### src/rtl/synth_pkg.sv
// Shared constants and types for the synth output stage.
package synth_pkg;

  localparam int unsigned SAMPLE_W    = 16;
  localparam int unsigned DEF_NUM_SRC = 5;
  // Memory-playback channel sits at the top index and ignores the note gate.
  localparam int unsigned MEM_CH      = DEF_NUM_SRC - 1;

  typedef enum logic [1:0] {
    IDLE  = 2'd0,
    ACCUM = 2'd1,
    DONE  = 2'd2
  } mix_state_t;

endpackage

### src/rtl/mix_scheduler_if.sv
// Sample-tick request, source bus and mixed-sample result for the mixer.
interface mix_scheduler_if #(
  parameter int unsigned NUM_SRC = synth_pkg::DEF_NUM_SRC,
  parameter int unsigned W       = synth_pkg::SAMPLE_W
);
  logic                 sample_tick;
  logic                 gate;
  logic [NUM_SRC-1:0]   src_en;
  logic [NUM_SRC*W-1:0] src_data;
  logic [W-1:0]         sig;
  logic                 sig_valid;
  logic                 busy;
  logic                 overrun;

  modport master (
    output sample_tick, gate, src_en, src_data,
    input  sig, sig_valid, busy, overrun
  );

  modport slave (
    input  sample_tick, gate, src_en, src_data,
    output sig, sig_valid, busy, overrun
  );
endinterface

### src/rtl/sat_clamp.sv
// Narrows a wide unsigned accumulator to W bits, either clamping at 2^W-1 or wrapping.
module sat_clamp #(
  parameter int unsigned IN_W = 19,
  parameter int unsigned W    = 16,
  parameter bit          SAT  = 1'b1
) (
  input  logic [IN_W-1:0] acc,
  output logic [W-1:0]    sig
);

  always_comb begin
    sig = acc[W-1:0];
    if (SAT && (|acc[IN_W-1:W])) begin
      sig = '1;
    end
  end

endmodule

### src/rtl/mix_scheduler.sv
// Snapshots all sources on a sample tick, sums the enabled ones through one adder
// (one source per cycle) and publishes a clamped or wrapped sample with a valid strobe.
module mix_scheduler import synth_pkg::*; #(
  parameter int unsigned NUM_SRC = DEF_NUM_SRC,
  parameter int unsigned W       = SAMPLE_W,
  parameter bit          SAT     = 1'b1
) (
  input logic            clk,
  input logic            rst,
  mix_scheduler_if.slave bus
);

  localparam int unsigned IdxW = (NUM_SRC > 1) ? $clog2(NUM_SRC) : 1;
  localparam int unsigned AccW = W + $clog2(NUM_SRC);
  localparam logic [IdxW-1:0] LastIdx = IdxW'(NUM_SRC - 1);

  mix_state_t         state_q;
  logic [IdxW-1:0]    idx_q;
  logic [AccW-1:0]    acc_q;
  logic [W-1:0]       snap_q [NUM_SRC];
  logic [NUM_SRC-1:0] mask_q;
  logic [W-1:0]       sig_q;
  logic               sig_valid_q;
  logic               busy_q;
  logic               overrun_q;

  logic [NUM_SRC-1:0] mask_d;
  logic [AccW-1:0]    acc_sum;
  logic [W-1:0]       sig_clamped;

  // Generator channels need the gate; the top (memory) channel does not.
  assign mask_d = bus.src_en & {1'b1, {(NUM_SRC-1){bus.gate}}};

  always_comb begin
    acc_sum = acc_q;
    if (mask_q[idx_q]) begin
      acc_sum = acc_q + AccW'(snap_q[idx_q]);
    end
  end

  sat_clamp #(
    .IN_W (AccW),
    .W    (W),
    .SAT  (SAT)
  ) u_sat_clamp (
    .acc (acc_sum),
    .sig (sig_clamped)
  );

  always_ff @(posedge clk or posedge rst) begin
    if (rst) begin
      state_q     <= IDLE;
      idx_q       <= '0;
      acc_q       <= '0;
      mask_q      <= '0;
      sig_q       <= '0;
      sig_valid_q <= 1'b0;
      busy_q      <= 1'b0;
      overrun_q   <= 1'b0;
      for (int i = 0; i < NUM_SRC; i++) begin
        snap_q[i] <= '0;
      end
    end else begin
      sig_valid_q <= 1'b0;
      unique case (state_q)
        IDLE: begin
          if (bus.sample_tick) begin
            for (int i = 0; i < NUM_SRC; i++) begin
              snap_q[i] <= bus.src_data[i*W +: W];
            end
            mask_q  <= mask_d;
            acc_q   <= '0;
            idx_q   <= '0;
            state_q <= ACCUM;
            busy_q  <= 1'b1;
          end
        end
        ACCUM: begin
          if (bus.sample_tick) begin
            overrun_q <= 1'b1;
          end
          acc_q <= acc_sum;
          if (idx_q == LastIdx) begin
            // Outputs are registered, so the result is published on entry to DONE.
            sig_q       <= sig_clamped;
            sig_valid_q <= 1'b1;
            state_q     <= DONE;
          end else begin
            idx_q <= idx_q + IdxW'(1);
          end
        end
        DONE: begin
          if (bus.sample_tick) begin
            overrun_q <= 1'b1;
          end
          state_q <= IDLE;
          busy_q  <= 1'b0;
        end
        default: begin
          state_q <= IDLE;
          busy_q  <= 1'b0;
        end
      endcase
    end
  end

  assign bus.sig       = sig_q;
  assign bus.sig_valid = sig_valid_q;
  assign bus.busy      = busy_q;
  assign bus.overrun   = overrun_q;

endmodule

### src/flat_wrapper.sv
// flat-port wrapper written by rule: the top's interface ports become plain ports
module mix_scheduler_flat import synth_pkg::*;
#(
  parameter int unsigned NUM_SRC = DEF_NUM_SRC,
  parameter int unsigned W       = SAMPLE_W,
  parameter bit          SAT     = 1'b1
)
  (clk, rst, bus_sample_tick, bus_gate, bus_src_en, bus_src_data, bus_sig, bus_sig_valid, bus_busy, bus_overrun);
  mix_scheduler_if #(.NUM_SRC(NUM_SRC), .W(W)) bus_i ();
  input logic clk;
  input logic rst;
  input wire logic [$bits(bus_i.sample_tick)-1:0] bus_sample_tick;
  input wire logic [$bits(bus_i.gate)-1:0] bus_gate;
  input wire logic [$bits(bus_i.src_en)-1:0] bus_src_en;
  input wire logic [$bits(bus_i.src_data)-1:0] bus_src_data;
  output wire logic [$bits(bus_i.sig)-1:0] bus_sig;
  output wire logic [$bits(bus_i.sig_valid)-1:0] bus_sig_valid;
  output wire logic [$bits(bus_i.busy)-1:0] bus_busy;
  output wire logic [$bits(bus_i.overrun)-1:0] bus_overrun;
  assign bus_i.sample_tick = bus_sample_tick;
  assign bus_i.gate = bus_gate;
  assign bus_i.src_en = bus_src_en;
  assign bus_i.src_data = bus_src_data;
  assign bus_sig = bus_i.sig;
  assign bus_sig_valid = bus_i.sig_valid;
  assign bus_busy = bus_i.busy;
  assign bus_overrun = bus_i.overrun;
  mix_scheduler #(.NUM_SRC(NUM_SRC), .W(W), .SAT(SAT)) u_core (.clk(clk), .rst(rst), .bus(bus_i));
endmodule
### config.mk
export PLATFORM = sky130hd
export DESIGN_NAME = mix_scheduler_flat
export DESIGN_NICKNAME = d
export VERILOG_FILES = /design/src/rtl/synth_pkg.sv /design/src/rtl/mix_scheduler_if.sv /design/src/rtl/sat_clamp.sv /design/src/rtl/mix_scheduler.sv /design/src/flat_wrapper.sv
export SDC_FILE = /design/constraint.sdc
export NUM_CORES = 1
export LEC_CHECK = 0
export ABC_AREA = 1
export CORE_UTILIZATION = 54
export CTS_BUF_LIST = sky130_fd_sc_hd__clkbuf_8 sky130_fd_sc_hd__clkbuf_16
export CTS_CLUSTER_SIZE = 10
export DETAILED_ROUTE_END_ITERATION = 8
export PLACE_DENSITY = 0.84
export SLEW_MARGIN = 20
export SYNTH_ARGS = -nofsm -noshare
export SYNTH_HDL_FRONTEND = slang
export SYNTH_SLANG_ARGS = --single-unit
export TNS_END_PERCENT = 5
### constraint.sdc
create_clock -name clk -period 6.12 [get_ports clk]
set_input_delay 1.224 -clock clk [delete_from_list [all_inputs] [get_ports clk]]
set_output_delay 1.224 -clock clk [all_outputs]
set_load 0.005 [all_outputs]
# Word-level counts from Yosys, hierarchy flattened
# Cells that the tools add are included.
[totals] ff_bits=128 latch_bits=0 ram_bits=0 rom_bits=0 input_bits=89 out_inout_bits=19 elab_cells=56 memories=0
[op_classes] add_sub_neg=2 n_mul=0 div_mod_pow=0 n_lt_le_gt_ge=2 eq_ne=6 shifts=0 n_mux=19 n_bitwise=3 n_reduce_logical=11
[ops] operator="16-bit binary-select mux with 3-bit select" n=1
[ops] operator="16-bit two-way mux" n=3
[ops] operator="19-bit two-way mux" n=2
[ops] operator="19-bit case mux with 2 select lines" n=1
[ops] operator="19-bit by 16-bit adder with 19-bit output" n=1
[ops] operator="2-bit AND reduction" n=6
[ops] operator="3-bit two-way mux" n=2
[ops] operator="3-bit case mux with 2 select lines" n=1
[ops] operator="5-bit bitwise AND" n=1
[ops] operator="4-bit >= comparator (second input constant)" n=1
[ops] operator="3-bit by 4-bit < comparator with 1-bit output (second input constant)" n=1
[ops] operator="1-bit two-way mux" n=4
[ops] operator="2-bit two-way mux" n=2
[ops] operator="2-bit inequality test (second input constant)" n=2
[ops] operator="3-bit inverter with 4-bit output" n=1
[ops] operator="2-bit case mux with 2 select lines" n=1
[ops] operator="3-bit by 1-bit adder with 3-bit output (second input constant)" n=1
[ops] operator="1-bit binary-select mux with 3-bit select" n=1
[ops] operator="3-bit equality test (second input constant)" n=1
[ops] operator="3-bit AND reduction" n=1
[ops] operator="3-bit OR reduction" n=1
[ops] operator="2-bit by 1-bit equality test with 1-bit output (second input constant)" n=1
[ops] operator="2-bit equality test (second input constant)" n=1
[ops] operator="2-bit logical NOT" n=1
[ops] operator="other kinds (5)" n=5

# Depth between registers and ports, before layout
# Gate-level depths: netlist of the first run.
[logic_depth] depth_word=8 mapped_depth=24

# Modules after synthesis
# From an unflattened synthesis of the first run, not the netlist that was laid out.
[unflattened] cells_unflattened=978 hier_area_um2=7029.2
[modules_own_cells] module="mix_scheduler" n_inst=1 cells_each=942 area_each_um2=6855.3 seq_area_each_um2=3203.1
[modules_own_cells] module="sat_clamp" n_inst=1 cells_each=36 area_each_um2=173.9 seq_area_each_um2=0.0

# Worst setup path before layout of the first run
# No wires, ideal clock.
[synth_path] kind="register to register" start="reg u_core.idx_q[0]" end="reg u_core.sig_q[12] (netlist: u_core.bus.sig[12])" arrival_ns=2.930 t_required_ns=6.007 path_slack_ns=3.078 path_stages_with_launch=24 path_buffers=4 path_cell_list="dfrtp_1 buf_6 clkbuf_1 buf_1 o21ai_0 a32o_1 ha_1 inv_1 fa_1 inv_1 nand3_1 nand2_1 nand2_1 nand2_1 nand2_1 nand2_1 nand2_1 nand2_1 nand3_1 nor2_1 buf_4 nand3_1 nand2_1 inv_1"
[synth_between] elab_chain_len=8
[synth_rtl] item="start, declared" line_no="mix_scheduler.sv:18" text="logic [IdxW-1:0] idx_q;"
[synth_rtl] item="start signal, assigned" line_no="mix_scheduler.sv:89" text="idx_q <= idx_q + IdxW'(1);"
[synth_rtl] item="3-bit inverter with 4-bit output (not written as such)" line_no="mix_scheduler.sv:37" text="acc_sum = acc_q + AccW'(snap_q[idx_q]);"
[synth_rtl] item="16-bit binary-select mux with 3-bit select" line_no="mix_scheduler.sv:37"
[synth_rtl] item="16-bit two-way mux (not written as such) (2 in a row)" line_no="mix_scheduler.sv:37"
[synth_rtl] item="19-bit by 16-bit adder with 19-bit output" line_no="mix_scheduler.sv:37"
[synth_rtl] item="19-bit two-way mux" line_no="mix_scheduler.sv:36" text="if (mask_q[idx_q]) begin"
[synth_rtl] item="3-bit OR reduction" line_no="sat_clamp.sv:13" text="if (SAT && (|acc[IN_W-1:W])) begin"
[synth_rtl] item="16-bit two-way mux" line_no="sat_clamp.sv:13"
[synth_rtl] item="end signal, assigned" line_no="mix_scheduler.sv:85" text="sig_q <= sig_clamped;"
[synth_rtl] item="end, declared" line_no="mix_scheduler.sv:22" text="logic [W-1:0] sig_q;"
# Parallel ways exist; a longest one is shown, timed or not. The select of a mux whose other input is x is not followed.
# A chain may end at the register's enable or synchronous reset.

# Worst setup path in the final report of the first run
[layout_path] start="reg u_core.idx_q[0]" end="reg u_core.sig_q[8] (netlist: u_core.bus.sig[8])"
# The elaborated chain is that of the path after synthesis.

==> results by group, run 1 <==
Timing
  • Fin crit period: 4.54 ns
  • Final setup TNS: 0 ns
  • Least-Margin Pin Slew: 0.872 ns
  • Skew final: 0.00896 ns
  • Max Clk Rate: 220 MHz
  • Slew Limit Headroom: 41.7%
  • RSZ-0062 raised after global routing: false
  • Final-report setup violation count: 0
  • Fin crit share: 74.2%
  • Setup ws final: 1.58 ns
  • Slew Limit Fails: 0
  • Final Hold Viols: 0

Drt
  • DR DRC count: 0
  • Vias per inst: 5.30
  • Vias: 6498
  • DR WL/cell: 14.9 µm
  • Final wirelength: 18200 µm
  • DRT Pass-1 Iters: 5
  • Antenna-violating nets left: 0
  • Initial drt markers: 504

Placement
  • Placed Cells: 1197
  • Worst slack at placement: 1.73 ns
  • HPWL Detailed: 12800 µm
  • Area post-placement: 8100 µm²
  • Port bufs: 107
  • GPL Wtd Cong: 0.941

Setup path
  • Crit path largest cell delay: 0.68 ns
  • Element type at the critical path start: flop
  • Worst Path Class, Setup: reg -> reg
  • Critical path data arrival time: 4.85 ns
  • Critical Path Slowest Stage Cell: nor2_1
  • CP Capture Type: flop
  • Cells along the critical path: inv_1 > nand2_1 > nand3_1 > a32o_1 > ha_1 > inv_1 > fa_1 > inv_1 > nand3_1 > nand2_1 > nand2_1 > nand2_1 > nand2_1 > nand2_1 > nand2_1 > nand2_1 > nand3_1 > nor2_1 > nand3_1 > nand2_1 > inv_1
  • R2R cell count: 21
  • R2R Setup Slk: 1.58 ns
  • CP dominant cell by count: nand2_1
  • CP Buf/Inv Count: 4
  • Delay-heaviest family, CP: simple AND/OR/NAND/NOR gates
  • CP Data Required Time: 6.43 ns
  • Crit path max fanout: 27
  • Critical R2R Launch: u_core.idx_q[0]
  • FF-to-FF End: u_core.bus.sig[8]

GRT
  • Largest net degree at the start of global routing: 85
  • First-pass GRT wire length: 30200 µm
  • GRT Residual Overflow: 0
  • Vias in the first global route: 6170
  • Initial antenna violation count: 0
  • GR Util All Layers: 29.9%

Power
  • PwrDens: 561 nW/µm²
  • Peak supply drop: 0.000311 V
  • Final Power: 4.85 mW
  • P_leak: 4.41 nW

Cells and area
  • Nets@finish: 1154
  • Area taken by multi-input logic gates: 3150 µm²
  • Synthesis-to-layout area growth: 24.5%
  • Register area: 3200 µm²
  • Share of layout cells above drive strength 1: 5.78%
  • # diodes: 0
  • Non-Filler Instances: 1227
  • Most frequent cells in the layout: nand2_1 (397), dfrtp_1 (128), clkdlybuf4s50_1 (107)
  • Most common cell after layout, fill and taps aside: nand2_1
  • Fin area: 8640 µm²
  • Filler Cell Count: 1034

Clocking
  • CTS tree: done
  • Hold Buf Count CTS: 0
  • Root Driver: clkbuf_16
  • CTS sink count: 128
  • Post-CTS setup buffers: 0
  • Max Root-Sink Buffers: 2
  • Reg clk slew, reported paths: 0.06 ns
  • Clock buffer count from CTS: 17
  • Clock latency on the worst-skew pair: 0.43 ns
  • Post-CTS sizing: 0
  • CTS H-tree depth: 4

Yosys
  • Register area share after synthesis: 46.1%
  • Syn_area_per_cell: 7.28 µm²
  • Synth Warn #: 0
  • Post-synth top area share: 46.1%
  • Distinct cell type count after synthesis: 32
  • Synth area leaders: dfrtp_1 (46%), nand2_1 (22%), inv_1 (5.7%), o21ai_0 (5.6%), nand3_1 (4.7%)
  • Post-synth net total: 1063
  • Dominant cell type by area after synthesis: dfrtp_1
  • Syn Std Cell Area: 6940 µm²
  • Flop and latch count out of synthesis: 128
  • Post-Synthesis Cells: 953

Die
  • Site row count: 41
  • Starting Density: 55.2%
  • # IOs: 108
  • Die Wd: 115 µm
  • CORE AREA: 12600 µm²
  • Die area: 13300 µm²
  • Die H: 115 µm

Min path
  • Worst hold path type: reg -> reg
  • Hold path startpoint: u_core.bus.overrun
  • WHS Path Cells: 1
  • Worst hold path endpoint: u_core.bus.overrun

Run status
  • Run status: complete, no violations

Job
  • Max-Cap Viols: 0
## cell families (layout without fill, tap and decap cells)
logic type | Yosys count | after routing | synth area share [%]
xor+xnor | 4 | 4 | 0.505
buf+inv | 151 | 253 | 8.51
fa+ha+maj | 21 | 21 | 3.89
simple gates | 518 | 518 | 30.4
flops | 128 | 128 | 46.1
compound gates | 131 | 131 | 10.6
## sequential cells by signal, indices dropped and copies added (netlist names)
| name | count |
|---|---|
| u_core.mask_q | 5 |
| u_core.bus.overrun | 1 |
| u_core.bus.sig | 16 |
| u_core.snap_q | 80 |
| u_core.state_q | 2 |
| u_core.bus.busy | 1 |
| u_core.acc_q | 19 |
| u_core.bus.sig_valid | 1 |
| u_core.idx_q | 3 |
## cell type report
cell class                 instances  area share (%)
clock inverter                    12            1.13
sequential                       128            37.1
tap                              172            2.49
clock buffer                      18            5.08
inverter                         110            4.84
multi-input combinational        674            36.5
timing repair buffer             113            12.9
## layer usage
layer  part of all wire, %  up-vias  GRT usage, %
li1                      -     3180             -
met1                    44     3006          39.9
met2                    47      271          47.0
met3                   6.7       41          6.27
met4                   2.8        0          13.3
met5                     0        -             0
## Yosys cell counts
cell type,n
a31oi_1,1
buf_4,1
o21ai_0,77
nand3b_1,4
dfrtp_1,128
buf_2,4
inv_2,4
o22ai_1,5
buf_6,2
nor2_1,27
inv_1,106
a22o_1,1
buf_1,2
a21oi_1,31
nor2_2,1
fa_1,1
o21bai_1,1
a32o_1,12
nand2_1,398
nand4_1,2
xnor2_1,2
nor3_4,1
and2_1,1
ha_1,20
o21ai_2,1
or2_2,16
clkbuf_1,32
o21ai_1,1
nand3_1,65
a21o_1,1
xor2_1,2
nor3_1,3
## worst max-delay path by stage
stage / slack [ns] / startpoint / depth (start not counted) / to
5_1_grt: 1.19 / u_core.idx_q[0] / 21 / u_core.bus.sig[8]
3_5_place_dp: 1.73 / u_core.idx_q[0] / 21 / u_core.bus.sig[5]
2_1_floorplan: 1.48 / rst / 1 / u_core.acc_q[0]
6_report: 1.58 / u_core.idx_q[0] / 21 / u_core.bus.sig[8]
3_3_place_gp: 1.84 / u_core.idx_q[0] / 21 / u_core.bus.sig[13]
4_1_cts: 1.66 / u_core.idx_q[0] / 21 / u_core.bus.sig[8]
## metrics by stage
stage / hold WS [ns] / util (%)
floorplan: 0.449 / -
CTS: 0.467 / 68.7
finish: 0.459 / 68.7
global placement: 0.438 / 64.5
global route: 0.481 / 68.7
detailed placement: 0.455 / 64.5
## where the power goes
group          switching, mW  leakage, nW  internal (mW)  total [mW]
Clock                  0.371        0.260          0.557       0.928
Combinational           1.52         2.55          0.906        2.43
Sequential             0.255         1.60           1.24        1.50
Total                   2.15         4.41           2.70        4.85
No activity file was read; power rests on OpenSTA's default activity.
==> run 2, diff against run 1 <==
Clock period 6.12 ns to 4.7 ns, I/O delays scaled along.
==> results by group, run 2 (synthesis results as in run 1) <==
Run status
  • Run status: complete, no violations

Setup path
  • R2R Setup Slk: 0.83 ns (-0.76 ns)
  • Element type at the critical path start: flop
  • CP Data Required Time: 5.01 ns (-1.42 ns)
  • FF-to-FF End: u_core.bus.sig[6]
  • R2R cell count: 21 (unchanged)
  • Critical path data arrival time: 4.19 ns (-0.66 ns)
  • Worst Path Class, Setup: reg -> reg
  • CP Capture Type: flop
  • Critical Path End: u_core.bus.sig[6]
  • Crit path max fanout: 20 (-26%)
  • Critical R2R Launch: u_core.idx_q[2]
  • CP Launch Point: u_core.idx_q[2]

Clocking
  • CTS sink count: 128 (unchanged)
  • Reg clk slew, reported paths: 0.05 ns (about the same)
  • Root Driver: clkbuf_16
  • Max Root-Sink Buffers: 2 (unchanged)
  • Clock latency on the worst-skew pair: 0.42 ns (about the same)
  • CTS tree: done
  • Post-CTS sizing: 0 (unchanged)
  • CTS H-tree depth: 4 (unchanged)
  • Clock buffer count from CTS: 17 (unchanged)
  • Post-CTS setup buffers: 0 (unchanged)
  • Hold Buf Count CTS: 0 (unchanged)

Drt
  • Final wirelength: 18500 µm (+1.6%)
  • DRT Pass-1 Iters: 5 (unchanged)
  • Initial drt markers: 601 (+19%)
  • Vias per inst: 5.24 (-0.98%)
  • DR WL/cell: 15.0 µm (+1.1%)
  • Vias: 6466 (-0.49%)
  • Antenna-violating nets left: 0 (unchanged)
  • DR DRC count: 0 (unchanged)

Power
  • Final Power: 6.48 mW (+34%)
  • Clock power share: 20.6% (+1.5 points)
  • Peak supply drop: 0.000503 V (+62%)
  • P_leak: 4.47 nW (+1.4%)
  • Internal: 3.66 mW (+35%)
  • Net Sw Frac: 43.5% (-0.74 points)
  • Share of total power in sequential cells: 30.2% (-0.6 points)
  • Switching pwr: 2.82 mW (+31%)
  • Combinational share of power: 49.3% (-0.7 points)
  • PwrDens: 742 nW/µm² (+32%)

Cells and area
  • Most common cell after layout, fill and taps aside: nand2_1
  • Area taken by multi-input logic gates: 3150 µm² (unchanged)
  • Fin area: 8730 µm² (+1.1%)
  • Most frequent cells in the layout: nand2_1 (397), dfrtp_1 (128), inv_1 (108)
  • Max reg flops: 80 (unchanged)
  • Filler Cell Count: 1006 (-2.7%)
  • # diodes: 0 (unchanged)
  • Nets@finish: 1158 (+0.35%)
  • Synthesis-to-layout area growth: 25.8%
  • Largest Register: u_core.snap_q
  • Register area: 3200 µm² (unchanged)
  • Non-Filler Instances: 1233 (+0.49%)
  • Share of layout cells above drive strength 1: 6.03% (+0.25 points)

Job
  • Max-Cap Viols: 0 (unchanged)

GRT
  • First-pass GRT wire length: 30300 µm (+0.12%)
  • GRT Residual Overflow: 0 (unchanged)
  • Initial antenna violation count: 0 (unchanged)
  • Vias in the first global route: 6153 (-0.28%)
  • Largest net degree at the start of global routing: 71 (-16%)
  • GR Util All Layers: 30.2% (+0.34 points)

Timing
  • Least-Margin Pin Slew: 0.803 ns (-0.0683 ns)
  • Final Hold Viols: 0 (unchanged)
  • Final setup TNS: 0 ns (unchanged)
  • Fin crit share: 82.4% (+8.3 points)
  • Skew final: 0.00977 ns (+0.000810 ns)
  • Fin crit period: 3.87 ns (-0.664 ns)
  • Slew Limit Fails: 0 (unchanged)
  • Setup ws final: 0.826 ns (-0.756 ns)
  • RSZ-0062 raised after global routing: false
  • Max Clk Rate: 258 MHz (+17%)
  • Final-report setup violation count: 0 (unchanged)
  • Slew Limit Headroom: 46.1% (+4.4 points)

Placement
  • Area post-placement: 8130 µm² (+0.37%)
  • GPL Wtd Cong: 0.917 (-2.5%)
  • Port bufs: 107 (unchanged)
  • HPWL Detailed: 13000 µm (+1.6%)
  • Worst slack at placement: 0.932 ns (-0.797 ns)
  • Placed Cells: 1201 (+0.33%)

Min path
  • Worst hold path type: reg -> reg

Die
  • # IOs: 108 (unchanged)
  • Die area: 13300 µm² (unchanged)
  • Die H: 115 µm (unchanged)
  • Site row count: 41 (unchanged)
  • Starting Density: 55.2% (unchanged)
  • Die Wd: 115 µm (unchanged)
  • CORE AREA: 12600 µm² (unchanged)
-- run 2: worst min-delay path by stage --
stage                        from                 end  cells after the start
3_3_place_gp   u_core.bus.overrun  u_core.bus.overrun                      1
5_1_grt         u_core.snap_q[48]   u_core.snap_q[48]                      2
4_1_cts         u_core.snap_q[28]   u_core.snap_q[28]                      2
3_5_place_dp   u_core.bus.overrun  u_core.bus.overrun                      1
2_1_floorplan   u_core.snap_q[16]   u_core.snap_q[16]                      2
6_report       u_core.bus.overrun  u_core.bus.overrun                      1
-- run 2: metrics by stage --
step	util (%)	hold slack [ns]
final	69.5	0.472
after detailed placement	64.7	0.451
after CTS	69.5	0.486
after global placement	64.7	0.439
after global routing	69.5	0.493
after floorplan	-	0.449
-- run 2: layer usage --
| metal | up-vias | routed length [µm] | track usage, % |
|---|---|---|---|
| met4 | 0 | 687 | 15.9 |
| met5 | - | 0 | 0 |
| met2 | 268 | 8320 | 46.9 |
| li1 | 3191 | - | - |
| met1 | 2956 | 8180 | 40.3 |
| met3 | 51 | 1340 | 5.59 |
-- run 2: power by group through the flow --
stage | Clock, mW | Combinational (mW) | Sequential (mW)
final | 1.33 | 3.19 | 1.96
after global placement | 0 | 3.05 | 1.94
after global routing | 1.39 | 3.60 | 2.00
after detailed placement | 0 | 3.12 | 1.94
after floorplan | 0 | 2.30 | 1.83
after CTS | 1.34 | 3.16 | 1.94
-- run 2: area by class of cell --
class,instances,area share [%]
sequential,128,36.7
tap,172,2.46
clock buffer,19,5.19
clock inverter,13,1.69
timing repair buffer,117,13.1
multi-input combinational,674,36.1
inverter,110,4.76
-- run 2: critical path, cell delays in order (launching register included) --
cell and delay (ns):
dfrtp_1 0.36, inv_1 0.31, nor3_4 0.57, inv_2 0.12
o21ai_0 0.29, inv_1 0.10, fa_1 0.45, inv_1 0.13
nand3_1 0.07, nand2_1 0.10, nand2_1 0.08, nand2_1 0.10
nand2_1 0.06, nand2_1 0.09, nand2_1 0.06, nand2_1 0.08
nand3_1 0.07, nor2_1 0.26, buf_4 0.23, nand3_1 0.09
nand2_1 0.09, inv_1 0.04
